File: config.mk
export PLATFORM = sky130hd
export DESIGN_NAME = vga_cell_rasterizer
export DESIGN_NICKNAME = d
export VERILOG_FILES = /design/src/rtl/vga_map_pkg.sv /design/src/rtl/vga_cell_counter.sv /design/src/rtl/vga_cell_rasterizer.sv
export SDC_FILE = /design/constraint.sdc
export NUM_CORES = 1
export LEC_CHECK = 0
export CAP_MARGIN = 20
export CORE_UTILIZATION = 50
export DETAILED_ROUTE_END_ITERATION = 10
export GPL_TIMING_DRIVEN = 0
export PLACE_DENSITY = 0.87
export SYNTH_ARGS = -nofsm -noshare
export SYNTH_HDL_FRONTEND = slang
export SYNTH_SLANG_ARGS = --single-unit
File: constraint.sdc
create_clock -name clk -period 2.84 [get_ports clk]
set_input_delay 0.568 -clock clk [delete_from_list [all_inputs] [get_ports clk]]
set_output_delay 0.568 -clock clk [all_outputs]
set_load 0.03 [all_outputs]
File: src/rtl/vga_map_pkg.sv
// Shared map-display constants and types, also used by the screen-to-world scaler.
package vga_map_pkg;

  localparam int unsigned SCREEN_TO_WORLD_RATIO_COL = 6;
  localparam int unsigned SCREEN_TO_WORLD_RATIO_ROW = 6;
  localparam int unsigned WORLD_COLS                = 128;
  localparam int unsigned WORLD_ROWS                = 128;
  localparam int unsigned MARGIN                    = 128;

  localparam int unsigned SCREEN_W = 12;
  localparam int unsigned WORLD_W  = 7;

  typedef logic [SCREEN_W-1:0] screen_coord_t;
  typedef logic [WORLD_W-1:0]  world_coord_t;

  typedef enum logic {
    IDLE,
    EMIT
  } state_t;

endpackage

File: src/rtl/vga_cell_counter.sv
// Row-major 2-D wrap counter over the sub-cell offsets of one world cell.
module vga_cell_counter #(
  parameter int unsigned RATIO_ROW = 6,
  parameter int unsigned RATIO_COL = 6
) (
  input  logic       clk,
  input  logic       reset,
  input  logic       clear,
  input  logic       enable,
  output logic [3:0] sub_row,
  output logic [3:0] sub_col,
  output logic       last
);

  localparam logic [3:0] RowMax = 4'(RATIO_ROW - 1);
  localparam logic [3:0] ColMax = 4'(RATIO_COL - 1);

  logic [3:0] row_d, col_d;

  // Next offsets: column advances, wraps to 0 and bumps the row at the end of a line.
  always_comb begin
    row_d = sub_row;
    col_d = sub_col;
    if (clear) begin
      row_d = '0;
      col_d = '0;
    end else if (enable) begin
      if (sub_col == ColMax) begin
        col_d = '0;
        row_d = (sub_row == RowMax) ? '0 : sub_row + 4'd1;
      end else begin
        col_d = sub_col + 4'd1;
      end
    end
  end

  // Offset registers; last is registered from the next offsets so it lines up with them.
  always_ff @(posedge clk) begin
    if (reset) begin
      sub_row <= '0;
      sub_col <= '0;
      last    <= 1'b0;
    end else begin
      sub_row <= row_d;
      sub_col <= col_d;
      last    <= (row_d == RowMax) && (col_d == ColMax);
    end
  end

endmodule

File: src/rtl/vga_cell_rasterizer.sv
// World-to-screen rasterizer: one world cell in, every covered screen pixel out in row-major order.
module vga_cell_rasterizer #(
  parameter int unsigned SCREEN_TO_WORLD_RATIO_COL = vga_map_pkg::SCREEN_TO_WORLD_RATIO_COL,
  parameter int unsigned SCREEN_TO_WORLD_RATIO_ROW = vga_map_pkg::SCREEN_TO_WORLD_RATIO_ROW,
  parameter int unsigned WORLD_COLS                = vga_map_pkg::WORLD_COLS,
  parameter int unsigned WORLD_ROWS                = vga_map_pkg::WORLD_ROWS
) (
  input  logic        clk,
  input  logic        reset,
  input  logic        cell_valid,
  output logic        cell_ready,
  input  logic [6:0]  cell_row,
  input  logic [6:0]  cell_column,
  output logic        pix_valid,
  input  logic        pix_ready,
  output logic [11:0] pix_row,
  output logic [11:0] pix_column,
  output logic [3:0]  pix_sub_row,
  output logic [3:0]  pix_sub_col,
  output logic        pix_first,
  output logic        pix_last,
  output logic        cell_err
);

  import vga_map_pkg::*;

  localparam logic [3:0] ColMax = 4'(SCREEN_TO_WORLD_RATIO_COL - 1);

  state_t        state_q;
  screen_coord_t base_col_q;
  screen_coord_t base_row_calc, base_col_calc;
  logic          accept, in_range, beat;

  assign cell_ready = (state_q == IDLE);
  assign accept     = cell_valid && cell_ready;
  assign in_range   = (32'(cell_row) < WORLD_ROWS) && (32'(cell_column) < WORLD_COLS);
  assign beat       = pix_valid && pix_ready;

  assign base_row_calc = screen_coord_t'(cell_row) * screen_coord_t'(SCREEN_TO_WORLD_RATIO_ROW);
  assign base_col_calc = screen_coord_t'(cell_column) * screen_coord_t'(SCREEN_TO_WORLD_RATIO_COL)
                         + screen_coord_t'(MARGIN);

  vga_cell_counter #(
    .RATIO_ROW(SCREEN_TO_WORLD_RATIO_ROW),
    .RATIO_COL(SCREEN_TO_WORLD_RATIO_COL)
  ) u_counter (
    .clk    (clk),
    .reset  (reset),
    .clear  (accept && in_range),
    .enable (beat),
    .sub_row(pix_sub_row),
    .sub_col(pix_sub_col),
    .last   (pix_last)
  );

  // Cell FSM; screen coordinates advance incrementally so every pix_* output is a flop.
  always_ff @(posedge clk) begin
    if (reset) begin
      state_q    <= IDLE;
      pix_valid  <= 1'b0;
      pix_first  <= 1'b0;
      pix_row    <= '0;
      pix_column <= '0;
      base_col_q <= '0;
      cell_err   <= 1'b0;
    end else begin
      cell_err <= 1'b0;
      case (state_q)
        IDLE: begin
          if (accept) begin
            if (!in_range) begin
              cell_err <= 1'b1;
            end else begin
              state_q    <= EMIT;
              pix_valid  <= 1'b1;
              pix_first  <= 1'b1;
              pix_row    <= base_row_calc;
              pix_column <= base_col_calc;
              base_col_q <= base_col_calc;
            end
          end
        end
        EMIT: begin
          if (beat) begin
            pix_first <= 1'b0;
            if (pix_last) begin
              state_q   <= IDLE;
              pix_valid <= 1'b0;
            end else if (pix_sub_col == ColMax) begin
              pix_column <= base_col_q;
              pix_row    <= pix_row + 12'd1;
            end else begin
              pix_column <= pix_column + 12'd1;
            end
          end
        end
        default: state_q <= IDLE;
      endcase
    end
  end

endmodule

Word level (Yosys, flattened, before mapping)
Index checks and enable logic that the tools add are counted.

Register bits: 48.

Add/subtract/negate cells: 5. Equal/unequal tests: 9. Reduce and logical (&&, ||, !) cells: 8. $mul: 2. Bitwise operators: 1. Mux-type cells: 27.

Operators with widths (number): $mux W12 (8); $pmux W12 S2 (2); $mux W4 (7); $add A12 B1 Y12 const B (2); $mul A7 B2 Y9 const B (2); $eq A4 B3 Y1 const B (4); $add A10 B8 Y11 const B (1); $add A4 B1 Y4 const B (2); $ne A2 B1 Y1 const B (4); $mux W1 (7); $pmux W1 S2 (3); $reduce_and A3 Y1 (2); $reduce_and A2 Y1 (2); $reduce_and A4 Y1 (1); $logic_and A1 B1 Y1 (3); $ne A2 B2 Y1 const B (1); $not A1 Y1 (1).

Logic depth before layout (Yosys ltp)
Depth in word-level cells: 7. Gate-level depth with buffers: 10. Depth with buffers taken out: 10.

Modules after synthesis
Synthesis repeated with hierarchy kept, for this count alone.

Cell total of the unflattened synthesis: 371. Area total of the unflattened synthesis: 3011.6 µm².

Modules (own cells, without submodules): vga_cell_rasterizer (area an instance 2555.0 µm², sequential area each 740.7 µm², cells an instance 322, times used 1); vga_cell_counter (area an instance 456.7 µm², sequential area each 180.2 µm², cells an instance 49, times used 1).

Least setup slack after synthesis
Ideal clock, no wire load.

Path type: input-to-reg. Start: input port cell_column[0]. End: register pix_column[8]. Slack: 299 ps. Stages on the path: 10. Arrival time: 2450 ps. Data required time: 2749 ps. Path buffers: 0. Cells stage by stage: ha_1 -> fa_1 -> a21o_1 -> a21o_1 -> a21oi_1 -> o21bai_1 -> xor2_1 -> ha_1 -> nand2_1 -> a311oi_1.

Word-level cells in the longest chain between the ends: 4.

RTL lines: from (decl) (line vga_cell_rasterizer.sv:13) `input logic [6:0] cell_column,`; $mul A7 B2 Y9 (line vga_cell_rasterizer.sv:40) `assign base_col_calc = screen_coord_t'(cell_column) * screen_coord_t'(SCREEN_TO_WORLD_RATIO_COL)`; $add A10 B8 Y11 (line vga_cell_rasterizer.sv:41) `+ screen_coord_t'(MARGIN);`; via base_col_calc[8] (line vga_cell_rasterizer.sv:31) `screen_coord_t base_row_calc, base_col_calc;`; $mux W12 (line vga_cell_rasterizer.sv:70) `if (accept) begin`; $pmux W12 S2 (line vga_cell_rasterizer.sv:68) `case (state_q)`; to (signal assigned) (line vga_cell_rasterizer.sv:78) `pix_column <= base_col_calc;`; to (signal assigned) (line vga_cell_rasterizer.sv:90) `pix_column <= base_col_q;`; to (signal assigned) (line vga_cell_rasterizer.sv:93) `pix_column <= pix_column + 12'd1;`; to (decl) (line vga_cell_rasterizer.sv:17) `output logic [11:0] pix_column,`.

The timed path passes the listed nets, and every way through them passes these cells. The select of a mux whose other input is x is not followed. A chain may end at the register's enable or synchronous reset.

Worst setup path in the final report
Start: input port cell_column[2]. End: register base_col_q[9].

Word-level cells in the longest chain between the ends: 2.

RTL lines: $mul A7 B2 Y9 (line vga_cell_rasterizer.sv:40); $add A10 B8 Y11 (line vga_cell_rasterizer.sv:41); to (signal assigned) (line vga_cell_rasterizer.sv:79) `base_col_q <= base_col_calc;`; to (decl) (line vga_cell_rasterizer.sv:30) `screen_coord_t base_col_q;`.

Every way passes these cells.

==> summary.txt <==
Run
  – Max_cap viols: 0

Worst setup path
  – CP bufs+invs: 1
  – Crit path DAT: 2.84 ns
  – CP Launch Type: input pin
  – Cell breakdown of the critical path: clkdlybuf4s50_1 > ha_1 > a21o_1 > a21o_1 > a21oi_2 > o21bai_1 > xor2_1 > ha_1 > xor2_1 > a211oi_1
  – Worst EP required: 3.05 ns
  – WS Path Type: in2reg
  – Worst Setup End Kind: flop
  – Worst-path fanout max: 4
  – CP top delay family: compound AO/OA/AOI/OAI gates
  – CP peak stage delay: 0.48 ns
  – Slowest CP cell: clkdlybuf4s50_1

Timing
  – Fmax: 380 MHz
  – Final setup fails: 0
  – Fin. Hold Viols: 0
  – Crit share post-route: 92.6%
  – Worst-Margin Slew: 0.624 ns
  – Clk_skew: 0.00322 ns
  – Max-slew headroom: 58.4%
  – RSZ-0062 raised after global routing: no
  – Slew Limit Fails: 0
  – Tmin final: 2.63 ns

Final layout
  – Area grow syn2layout: 23.2%
  – Ratio of cells with drive above 1 in the final layout: 7.14%
  – Fin area: 3790 sq um
  – Most frequent cells in the layout: 51 x clkdlybuf4s50_1, 46 x dfxtp_1, 45 x nor2_1
  – Most common cell after layout, fill and taps aside: clkdlybuf4s50_1
  – Total Nets Final: 488
  – Antenna diodes: 0
  – Final core occ: 64.0%

Clock tree
  – Post-CTS Hold Buffers: 0
  – CTS tree: built
  – Clock Sinks: 46
  – H-tree depth: 2
  – Clk root buf: clkbuf_8
  – Reg clk slew, reported paths: 0.08 ns
  – CTS max path bufs: 2
  – Worst-Skew Late Latency: 0.30 ns
  – CTS Buf Count: 5

Power and ir drop
  – Post-layout power: 1.63 mW
  – Maximum resistive drop on vdd: 0.000217 V
  – Leak Pwr: 1.42 nW
  – P per Cell Area: 431 nW/um^2

Routing
  – Vias: 3161
  – DRC: 0
  – Initial DRT Pass Iterations: 5
  – WL final: 8290 um
  – WL per Instance: 15.8 um
  – DRT iter0 DRCs: 333
  – Vias per cell: 6.04
  – Post-DRT Antenna Nets: 0

Min path
  – Hold Path Class: reg2reg

Global routing
  – Gr usage total: 26.8%
  – Initial antenna violation count: 0
  – Vias in the first global route: 2957
  – Largest net degree at the start of global routing: 13
  – Total global routing overflow: 0
  – First-pass GRT wire length: 13400 um

Synthesis
  – Yosys Warn Count: 0
  – Post-synth top flop: dfxtp_1
  – Mapped Cells: 388
  – Number of synthesized flops with an enable pin: 0
  – Flops & latches, synth: 46
  – Netlist cell types: 57
  – Post-synth design cell area: 3070 sq um
  – Syn Area/Cell: 7.92 sq um
  – Sequential area share after synthesis: 30.0%
  – Post-Syn Nets: 428
  – Async S/R FF share, synth: 0%

Place
  – Area post-placement: 3700 sq um
  – Gpl congestion: 0.885
  – HPWL after DPL: 6260 um
  – IO buf count: 53

Floorplan
  – Die Ht: 80.4 um
  – FP Rows: 28
  – Die width: 80.4 um
  – Total Die Area: 6470 sq um
  – I/O pins: 55
  – CORE AREA: 5920 sq um
  – Initial Util: 51.9%

Run status
  – Run status: complete, no violations
## worst paths after layout
path | endpoint | slack (ns) | startpoint | cells past startpoint
hold / removal | base_col_q[5] | 0.46 | base_col_q[5] | 2
hold reg to reg | base_col_q[5] | 0.46 | base_col_q[5] | 2
setup / recovery | base_col_q[9] | 0.21 | cell_column[2] | 10
setup reg to reg | pix_column[10] | 0.97 | pix_column[0] | 6
## registers in the layout (all words and copies together), names as in the netlist, 4 cells and up
name and flops:
u_counter.sub_col 4, pix_row 12, u_counter.sub_row 4, base_col_q 10, pix_column 12
## cell usage after synthesis, types with 2 or more instances
cell type	count	area, sq um
or4_1	2	15.0
a22oi_1	6	45.0
a211oi_1	18	135
nor4_1	2	12.5
a31oi_1	10	62.6
xnor2_1	7	61.3
or2_2	2	12.5
a21o_1	7	52.6
buf_4	2	15.0
fa_1	2	40.0
o221ai_1	2	17.5
xor2_1	10	87.6
mux2i_1	4	40.0
o21bai_1	2	15.0
o22ai_1	4	25.0
buf_6	2	22.5
nor3_1	12	60.1
and3b_1	2	17.5
and3_2	3	22.5
or3_1	7	43.8
o21ai_0	24	120
nor4_2	2	25.0
nand2b_1	6	37.5
clkbuf_8	2	27.5
nor2_1	45	169
nand3_1	14	70.1
a21oi_1	26	130
o31ai_1	4	30.0
inv_1	8	30.0
a311oi_1	3	26.3
nor2b_1	4	25.0
dfxtp_1	46	921
nand2_1	37	139
buf_2	4	20.0
clkbuf_1	10	37.5
ha_1	20	250
nand4_1	4	25.0
and3_1	4	25.0
## power by group
part,switching [mW],internal [mW],leakage [nW]
Combinational,0.289,0.212,1.00
Clock,0.218,0.170,0.0383
Sequential,0.0525,0.691,0.377
Total,0.559,1.07,1.42
## timing repair
item,in CTS,in global routing
buffers inserted,0,1
endpoints found under the setup margin,3,4
endpoints found under the hold margin,0,0
pin swaps,1,2
gates resized for setup,4,1
## metal layers
metal	up-vias	part of all wire, %	track usage (%)
met2	134	50	47.8
li1	1536	-	-
met1	1479	42	31.4
met3	12	6.2	4.43
met5	-	0	0
met4	0	1.8	11.3
## area by class of cell
| class | count | area (sq um) |
|---|---|---|
| Sequential cell | 46 | 921 |
| Tap cell | 75 | 93.8 |
| Fill cell | 526 | 2130 |
| Clock buffer | 7 | 76.3 |
| Inverter | 9 | 33.8 |
| Buffer | 20 | 126 |
| Timing Repair Buffer | 54 | 539 |
| Multi-Input combinational cell | 312 | 2000 |
## through the flow
| step | instances | setup TNS [ns] | setup slack (ns) | hold WS (ns) |
|---|---|---|---|---|
| after global placement | 516 | -1.18 | -0.342 | 0.438 |
| final | 523 | 0 | 0.209 | 0.458 |
| after global routing | 523 | 0 | 0.0603 | 0.483 |
| after floorplan | 388 | 0 | 0.299 | 0.431 |
| after CTS | 523 | 0 | 0.0461 | 0.456 |
| after detailed placement | 516 | -1.50 | -0.416 | 0.445 |
## kinds of logic after synthesis
group / count (synthesis) / share of synthesized area [%]
DFF: 46 / 30.0
and+or+nand+nor: 156 / 25.8
AOI/OAI and AO/OA: 112 / 23.2
other: 1 / 0.122
muxes: 4 / 1.30
adders and majority gates: 22 / 9.44
xor gates and xnor gates: 17 / 4.84
buffers and inverters: 30 / 5.33
## tightest hold or removal path: cells and delay by family (launching register included)
family           cells  cell delay [ns]
AO/OA/AOI/OAI        1             0.05
AND/OR/NAND/NOR      1             0.05
flip-flops           1             0.31
No activity file was read; power rests on OpenSTA's default activity.
==> RTL change (same settings) <==
Make the reset (`reset`) asynchronous in 2 clocked blocks.
--- a/src/rtl/vga_cell_counter.sv
+++ b/src/rtl/vga_cell_counter.sv
@@ -35,7 +35,7 @@
   end
 
   // Offset registers; last is registered from the next offsets so it lines up with them.
-  always_ff @(posedge clk) begin
+  always_ff @(posedge clk or posedge reset) begin
     if (reset) begin
       sub_row <= '0;
       sub_col <= '0;
--- a/src/rtl/vga_cell_rasterizer.sv
+++ b/src/rtl/vga_cell_rasterizer.sv
@@ -54,7 +54,7 @@
   );
 
   // Cell FSM; screen coordinates advance incrementally so every pix_* output is a flop.
-  always_ff @(posedge clk) begin
+  always_ff @(posedge clk or posedge reset) begin
     if (reset) begin
       state_q    <= IDLE;
       pix_valid  <= 1'b0;
Check against the original RTL: differs if reset is asserted again (counterexample within 4 cycles, from zero or initial values and one cycle with reset high); with reset held inactive, the same outputs for 10 cycles.
==> RTL change against the unedited design <==
Routed wire length down 4.6%; critical path depth decreased by 2; clock skew up 0.0043 ns; area after synthesis up 1.8%; design area increased by 2.3%; setup slack worse by 0.086 ns; sequential cell count did not move; critical path type unchanged; critical endpoint is now pix_column[8]; highest routed layer unchanged.
Power is not compared: it rests on default switching activity, and its combinational part moved more than twofold at a synthesized area within 25%.
==> RTL change: results (changes against the unedited design) <==
The post-placement cell area was 3772 sq um (+2.0%). The total routing usage reported by global routing is 25.77% (-1.1 points), and the count of non-filler cells in the finished layout is 491 (-6.1%). Slew at the pin closest to its max-slew limit: 0.8005 ns (+0.1767 ns).

The run gives 5 (unchanged) as the number of detailed-route iterations in the first pass. The diode insertion count for antenna repair was 0 (unchanged). Post-route met1 wirelength: 3456 um (+0.38%). The portion of netlist area occupied by mux cells came out at 1.280% (-0.022 points). The commonest cells after synthesis are sky130_fd_sc_hd__dfrtp_1 (46), sky130_fd_sc_hd__nand2_1 (39), sky130_fd_sc_hd__a21oi_1 (27), sky130_fd_sc_hd__o21ai_0 (27), sky130_fd_sc_hd__nor2_1 (26). Class of the most critical hold timing path: flop to flop. The share of layout cells above drive strength 1 is 4.567% (-2.6 points), and the sequential cell area fraction in the yosys report is 36.80% (+6.8 points). The run gives 2 (unchanged) as the number of H-tree levels. The post-synthesis share of cell area spent on xor and xnor gates is 5.320% (+0.48 points). The routed wire length was 7908 um (-4.6%); the wire length of the first global-routing pass was 13040 um (-2.7%). For the number of filler instances in the final layout, the log shows 478 (-9.1%). The adder-cell area share of the yosys netlist was 8.880% (-0.56 points). The synthesized-area fraction occupied by ao, oa, aoi and oai cells is 22.20% (-0.96 points), and the count of nets after finishing is 454 (-7.0%). The source-to-sink clock delay at the later pin of the worst-skew pair is 0.30 ns (about the same), and the estimated wirelength of the detail-placed design is 5880 um (-6.0%). The share of synthesized registers carrying an async set or reset came out at 100.0% (+100 points). The number of global-route vias before repair was 2791 (-5.6%); the number of buffers inserted by port buffering was 53 (unchanged). Average cell area after synthesis: 8.836 sq um (+12%). Total number of yosys warnings: 0 (unchanged). The total instance count after detailed placement is 483 (-6.4%).

The final worst clock skew was 0.007486 ns (+0.004263 ns); the number of instances resized during post-cts repair was 0 (-4). Top routing layer in use: met4. The logs give 409 um (-21%) for the met3 wire length and 30 (+17) for the maximum number of pins on one net before global-route repair. The sum of negative setup slack is 0 ns (unchanged), and the number of DRC markers in iteration 0 is 321 (-3.6%). The initial antenna violation count was 0 (unchanged); the total leakage power was 1.651 nW. The clock slew seen by the registers of the worst setup and hold paths was 0.08 ns (about the same). For the count of cell types in the netlist, the log shows 60 (+5.3%). The most used flip-flop cell after synthesis is sky130_fd_sc_hd__dfrtp_1.

The routability-driven placement congestion ratio is 0.9004 (+1.8%), and the largest fanout on the critical path is 4 (unchanged). The tools report the post-CTS repair timing setup buffer count as 0 (unchanged). Number of remaining DRC errors: 0 (unchanged).

The run finished with clean final reports. The tree is rooted in a sky130_fd_sc_hd__clkbuf_8. The run gives 3880 um (-7.2%) as the routed length on met2.

The worst setup slack before clock tree synthesis is -0.2432 ns (+0.1732 ns). The via-per-instance ratio was 6.108 (+1.1%). After synthesis, the cell types taking the most area are sky130_fd_sc_hd__dfrtp_1 (37%), sky130_fd_sc_hd__ha_1 (7.6%), sky130_fd_sc_hd__nand2_1 (4.7%). By area, the combinational part of the netlist is dominated by compound AO/OA/AOI/OAI gates. The tools report the net count after synthesis as 393 (-8.2%).
-- RTL change: changes by cell type after synthesis, moves of 5 or more --
cell,unedited run,this run
sky130_fd_sc_hd__dfrtp_1,0,46
sky130_fd_sc_hd__dfxtp_1,46,0
sky130_fd_sc_hd__nor2_1,45,26
sky130_fd_sc_hd__a211oi_1,18,3
sky130_fd_sc_hd__inv_1,8,18
sky130_fd_sc_hd__a31oi_1,10,1
sky130_fd_sc_hd__xnor2_1,7,15
sky130_fd_sc_hd__or3_1,7,0
sky130_fd_sc_hd__xor2_1,10,4
sky130_fd_sc_hd__a221o_1,0,5
sky130_fd_sc_hd__nor3_1,12,7
-- RTL change: final cells by class --
cell class | instances | area (sq um) | area share (%)
inverters | 18 | 67.56 | 1.744
multi-input cells | 276 | 1859 | 47.98
clock inverters | 1 | 5.005 | 0.1292
well taps | 75 | 93.84 | 2.422
flip-flops and latches | 46 | 1151 | 29.71
clock buffers | 7 | 86.33 | 2.228
plain buffers | 14 | 61.31 | 1.582
repair buffers | 54 | 550.5 | 14.21
-- RTL change: report_power, final --
| part | leakage [nW] | switching (mW) | internal, mW |
|---|---|---|---|
| Clock | 0.0482 | 0.218 | 0.196 |
| Combinational | 1.01 | 0.622 | 0.474 |
| Sequential | 0.591 | 0.196 | 0.782 |
| Total | 1.65 | 1.04 | 1.45 |
-- RTL change: worst max-delay path, cell delays in order --
cell	delay (ns)
sky130_fd_sc_hd__clkdlybuf4s50_1	0.48
sky130_fd_sc_hd__ha_1	0.27
sky130_fd_sc_hd__fa_1	0.43
sky130_fd_sc_hd__a211o_1	0.34
sky130_fd_sc_hd__a2111oi_2	0.31
sky130_fd_sc_hd__nor3b_1	0.11
sky130_fd_sc_hd__xnor2_1	0.22
sky130_fd_sc_hd__o221ai_1	0.15
-- RTL change: final timing paths --
path / from / endpoint / slack [ns] / cells after the start
hold / removal: base_col_q[6] / base_col_q[6] / 0.49 / 1
setup / recovery: cell_column[1] / pix_column[8] / 0.12 / 8
setup reg to reg: state_q / base_col_q[9] / 0.55 / 6
min in group asynchronous: reset / pix_column[4] / 0.57 / 2
hold reg to reg: base_col_q[6] / base_col_q[6] / 0.49 / 1
max in group asynchronous: reset / pix_column[6] / 1.77 / 3
-- RTL change: cells by family after synthesis --
kind of cell / count (synthesis)
and+or+nand+nor: 126
AOI/OAI and AO/OA: 105
DFF: 46
buffers and inverters: 32
adders and majority gates: 21
xor gates and xnor gates: 19
muxes: 4
other: 1
-- RTL change: routing by layer --
layer,GRT usage (%),vias up
met2,41.93,104
met3,3.933,19
met1,34.59,1446
met4,9.464,0
li1,-,1430
met5,0,-
